## src/rtl/cla_alu_pipe.sv

```systemverilog
// Two-stage pipelined ALU with a two-level carry-lookahead adder and valid/ready handshake.
// Stage 1 registers operands and propagate/generate terms; stage 2 resolves carries, result and flags.

module cla_grp4 (
    input  logic       ci,
    input  logic [3:0] p,
    input  logic [3:0] g,
    output logic [3:0] c
);
    assign c[0] = ci;
    assign c[1] = g[0] | (p[0] & ci);
    assign c[2] = g[1] | (p[1] & g[0]) | (p[1] & p[0] & ci);
    assign c[3] = g[2] | (p[2] & g[1]) | (p[2] & p[1] & g[0]) | (p[2] & p[1] & p[0] & ci);
endmodule

module cla_alu_pipe #(
    parameter int WIDTH = 32
) (
    input  logic             clk,
    input  logic             reset,
    input  logic             in_valid,
    output logic             in_ready,
    input  logic [WIDTH-1:0] a,
    input  logic [WIDTH-1:0] b,
    input  logic [2:0]       ALUop,
    output logic             out_valid,
    input  logic             out_ready,
    output logic [WIDTH-1:0] r,
    output logic             c_out,
    output logic             zero,
    output logic             overflow
);
    localparam int NG = WIDTH / 4;

    localparam logic [2:0] OP_AND = 3'b000;
    localparam logic [2:0] OP_OR  = 3'b001;
    localparam logic [2:0] OP_ADD = 3'b010;
    localparam logic [2:0] OP_SUB = 3'b110;
    localparam logic [2:0] OP_SLT = 3'b111;

    logic             adv;
    logic             s1_valid;
    logic [WIDTH-1:0] s1_a, s1_b, s1_p, s1_g;
    logic [2:0]       s1_op;
    logic [NG-1:0]    s1_gg, s1_gp;

    logic             sub_in;
    logic [WIDTH-1:0] b_eff, p_in, g_in;
    logic [NG-1:0]    gg_in, gp_in;

    assign adv      = !out_valid || out_ready;
    assign in_ready = !reset && (!s1_valid || adv);

    // ---------------- stage 1: p/g and group G/P ----------------
    assign sub_in = (ALUop == OP_SUB) || (ALUop == OP_SLT);
    assign b_eff  = sub_in ? ~b : b;
    assign p_in   = a ^ b_eff;
    assign g_in   = a & b_eff;

    for (genvar gi = 0; gi < NG; gi++) begin : g_grp_pg
        assign gp_in[gi] = &p_in[4*gi +: 4];
        assign gg_in[gi] = g_in[4*gi+3]
                         | (p_in[4*gi+3] & g_in[4*gi+2])
                         | (p_in[4*gi+3] & p_in[4*gi+2] & g_in[4*gi+1])
                         | (p_in[4*gi+3] & p_in[4*gi+2] & p_in[4*gi+1] & g_in[4*gi]);
    end

    always_ff @(posedge clk) begin
        if (reset) begin
            s1_valid <= 1'b0;
        end else if (in_valid && in_ready) begin
            s1_valid <= 1'b1;
            s1_a     <= a;
            s1_b     <= b_eff;
            s1_op    <= ALUop;
            s1_p     <= p_in;
            s1_g     <= g_in;
            s1_gg    <= gg_in;
            s1_gp    <= gp_in;
        end else if (adv) begin
            s1_valid <= 1'b0;
        end
    end

    // ---------------- stage 2: carries, result, flags ----------------
    logic             cin;
    logic [NG:0]      gc;
    logic [WIDTH-1:0] bc, sum;
    logic             ovf_add;
    logic [WIDTH-1:0] r_nx;
    logic             c_nx, v_nx;

    assign cin = (s1_op == OP_SUB) || (s1_op == OP_SLT);

    // Each group carry is a flat sum of products over all lower groups, so no group waits on another.
    always_comb begin
        logic t;
        logic acc;
        gc    = '0;
        gc[0] = cin;
        for (int k = 1; k <= NG; k++) begin
            t = cin;
            for (int m = 0; m < k; m++) t = t & s1_gp[m];
            acc = t;
            for (int j = 0; j < k; j++) begin
                t = s1_gg[j];
                for (int m = j + 1; m < k; m++) t = t & s1_gp[m];
                acc = acc | t;
            end
            gc[k] = acc;
        end
    end

    for (genvar gi = 0; gi < NG; gi++) begin : g_grp_c
        cla_grp4 u_grp (
            .ci (gc[gi]),
            .p  (s1_p[4*gi +: 4]),
            .g  (s1_g[4*gi +: 4]),
            .c  (bc[4*gi +: 4])
        );
    end

    assign sum     = s1_p ^ bc;
    assign ovf_add = bc[WIDTH-1] ^ gc[NG];

    always_comb begin
        r_nx = '0;
        c_nx = 1'b0;
        v_nx = 1'b0;
        case (s1_op)
            OP_AND: r_nx = s1_a & s1_b;
            OP_OR:  r_nx = s1_a | s1_b;
            OP_ADD, OP_SUB: begin
                r_nx = sum;
                c_nx = gc[NG];
                v_nx = ovf_add;
            end
            OP_SLT: r_nx[0] = sum[WIDTH-1] ^ ovf_add;
            default: r_nx = '0;
        endcase
    end

    always_ff @(posedge clk) begin
        if (reset) begin
            out_valid <= 1'b0;
            r         <= '0;
            c_out     <= 1'b0;
            zero      <= 1'b0;
            overflow  <= 1'b0;
        end else if (adv) begin
            out_valid <= s1_valid;
            if (s1_valid) begin
                r        <= r_nx;
                c_out    <= c_nx;
                zero     <= ~|r_nx;
                overflow <= v_nx;
            end
        end
    end

endmodule

```

## config.mk

```make
export PLATFORM = sky130hd
export DESIGN_NAME = cla_alu_pipe
export DESIGN_NICKNAME = d
export VERILOG_FILES = /design/src/rtl/cla_alu_pipe.sv
export SDC_FILE = /design/constraint.sdc
export NUM_CORES = 1
export LEC_CHECK = 0
export CAP_MARGIN = 20
export CORE_ASPECT_RATIO = 1.25
export CORE_MARGIN = 1.5
export CORE_UTILIZATION = 55
export CTS_BUF_LIST = sky130_fd_sc_hd__clkbuf_16
export DETAILED_ROUTE_END_ITERATION = 12
export GPL_ROUTABILITY_DRIVEN = 0
export PLACE_DENSITY = 0.8
export SLEW_MARGIN = 40
export SYNTH_ARGS = -nofsm -noshare
export SYNTH_HDL_FRONTEND = slang
export SYNTH_SLANG_ARGS = --single-unit
```

## constraint.sdc

```tcl
create_clock -name clk -period 5.1 [get_ports clk]
set_input_delay 0.51 -clock clk [delete_from_list [all_inputs] [get_ports clk]]
set_output_delay 0.51 -clock clk [all_outputs]
set_load 0.03 [all_outputs]
```

==> metrics.cfg <==
[run_status]
status=complete, no violations

[timing]
tns_ns=0
rsz0062_at_grt=no
period_needed_ns=3.51
setup_viol=0
fin_crit_sh=0.689
max_slew_margin=0.517
worst_slack_ns=1.59
worst_slew_pin_slew_ns=0.725
fmax_mhz=285
whs_ns=0.478
hold_violations=0
skew_ns=0.00889
drv_slew=0

[cts]
post-cts-setup-buffers=0
cts_hold_buf=0
htreeDepth=4
cts_resized=0
clock-sinks=176
path_clk_slew_ns=0.07
worstSkewPairLatency_ns=0.42
cts_tree=yes
cts_max_path_buffers=2
root_buffer=clkbuf_16
cts_buffers=17

[logic_synthesis]
synth_area_per_cell_um2=13.3
yosysTopAreaCell=edfxtp_1
async_flop_share=0
netlist.area_leader.share=0.527
synth-seq-cells=176
synth_area_leaders=edfxtp_1 (53%), dfxtp_1 (9.3%), ha_1 (6.3%)
syn_inst=595
syn_nets=706
yosysUniqueCellTypes=45
yosys_most_used_dff=edfxtp_1
synth-edff-count=139
syn_area_um2=7920
yosysSeqAreaShare=0.620
ys_warn_count=0

[layout]
layout_commonest_cell=edfxtp_1
final_cells=891
fin_nets=814
diodes=0
layout_common_cells=edfxtp_1 (139), clkdlybuf4s50_1 (107), nor2_1 (52)
drive_above_1_share=0.0656
finalInstanceArea_um2=9820
area_growth_pct=23.9
nFillCells=944
fin_util=0.705

[placement]
dp_hpwl_um=12600
dpl_worst_slack_ns=1.66
portBuffers=107
placed_area_um2=9170
place_inst=858

[drt]
vias=5262
drt_iter0_drc=374
drcViolationCount=0
via_per_inst=5.91
wire_per_inst_um=20.4
wl_um=18200
drtAntennaViolNets=0
first_pass_iters=5

[worst_setup_path]
critical_path_buf_inv_count=1
critPathTopFamily=simple AND/OR/NAND/NOR gates
setup.worst_path.start_class=register
crit_chain=a31o_2 > a21oi_1 > inv_1 > ha_1 > nor2_1 > xnor2_1 > a22oi_1 > nand4_1 > nor4_1 > nand4_1 > or4b_1 > nor3_1 > a41o_1
cp.arrival_ns=3.89
crit_top_cell=nand4_1
slowest_delay_ns=0.51
endpoint_kind=register
path_max_fanout=7
slowest_stage=or4b_1
required_ns=5.47
worstSetupPathType=reg -> reg

[grt]
antenna_found_initial=0
grt_max_degree=71
grt_use_total=0.254
grt_pass1_wl_um=28200
grt-ovfl-total=0
grt_pass1_vias=5444

[power]
finalPower_mw=3.57
leakage_nw=3.43
vdd_drop_max_uv=224
cellPowerDensity_nw_per_um2=363

[floorplanning]
die_width_um=110
core_area_um2=13900
io-pin-count=108
die_y_um=137
std_cell_rows=48
start_util=0.569
die_area_um2=15100

[flow_run]
cap_violations=0

[worst_hold_path]
hp-class=reg -> reg

synth_stat cells, drive strengths merged (8+ instances only):
master,number
a22oi,25
nand4,8
a21oi,32
maj3,32
and4,8
o21ai,17
nand2b,13
nand2,8
a211oi,30
ha,40
nor3,11
nor2b,13
xnor2,48
dfxtp,37
nor2,53
buf,14
clkbuf,12
edfxtp,139
nand3,9
registers in the layout, summed over array words and instances, names as in the netlist:
| signal | count |
|---|---|
| r | 32 |
| s1_a | 32 |
| s1_b | 32 |
| s1_p | 32 |
| s1_g | 24 |
| s1_gg | 8 |
| s1_gp | 8 |
| s1_op | 3 |
| c_out | 1 |
| out_valid | 1 |
| overflow | 1 |
| s1_valid | 1 |
| zero | 1 |
cell type report:
cell class,instances,area [um2],area share
clock inverters,15,203,0.0206
clock buffers,17,425,0.0433
multi-input cells,389,2880,0.294
repair buffers,115,1160,0.118
inverters,4,15.0,0.00153
flip-flops and latches,176,4910,0.501
well taps,175,219,0.0223
kinds of logic after synthesis:
kind of cell             count (synthesis)  synth area share
flip-flops                             176             0.620
adder cells (fa/ha/maj)                 72             0.104
multiplexers                             2           0.00253
AND/OR/NAND/NOR                        137            0.0900
XOR/XNOR                                55            0.0608
AO/OA/AOI/OAI                          123             0.104
buffers and inverters                   30            0.0186
path summary, 6_finish.rpt:
check / startpoint / end / slack, ns / cells past startpoint
worst max register to register: s1_op[2] / zero / 1.59 / 13
worst min-delay path: overflow / overflow / 0.48 / 2
worst min register to register: overflow / overflow / 0.48 / 2
worst max-delay path: s1_op[2] / zero / 1.59 / 13
layer usage:
metal / global-route usage / wire length [um] / share of wire / vias up
met5: 0 / 0 / 0 / -
met2: 0.461 / 9730 / 0.53 / 199
li1: - / - / - / 2487
met3: 0.0412 / 996 / 0.055 / 40
met4: 0.104 / 530 / 0.029 / 0
met1: 0.296 / 6960 / 0.38 / 2536
report_power, final:
part           switching (mW)  internal [mW]
sequential             0.0461           1.65
clock                   0.531          0.859
combinational           0.262          0.214
total                   0.839           2.73
tightest hold or removal path, cell delays in order, from the launching register on:
cell and delay (ns):
dfxtp_1 0.32, nand2_1 0.06, a21oi_1 0.05
Power figures use the tool's default switching activity.
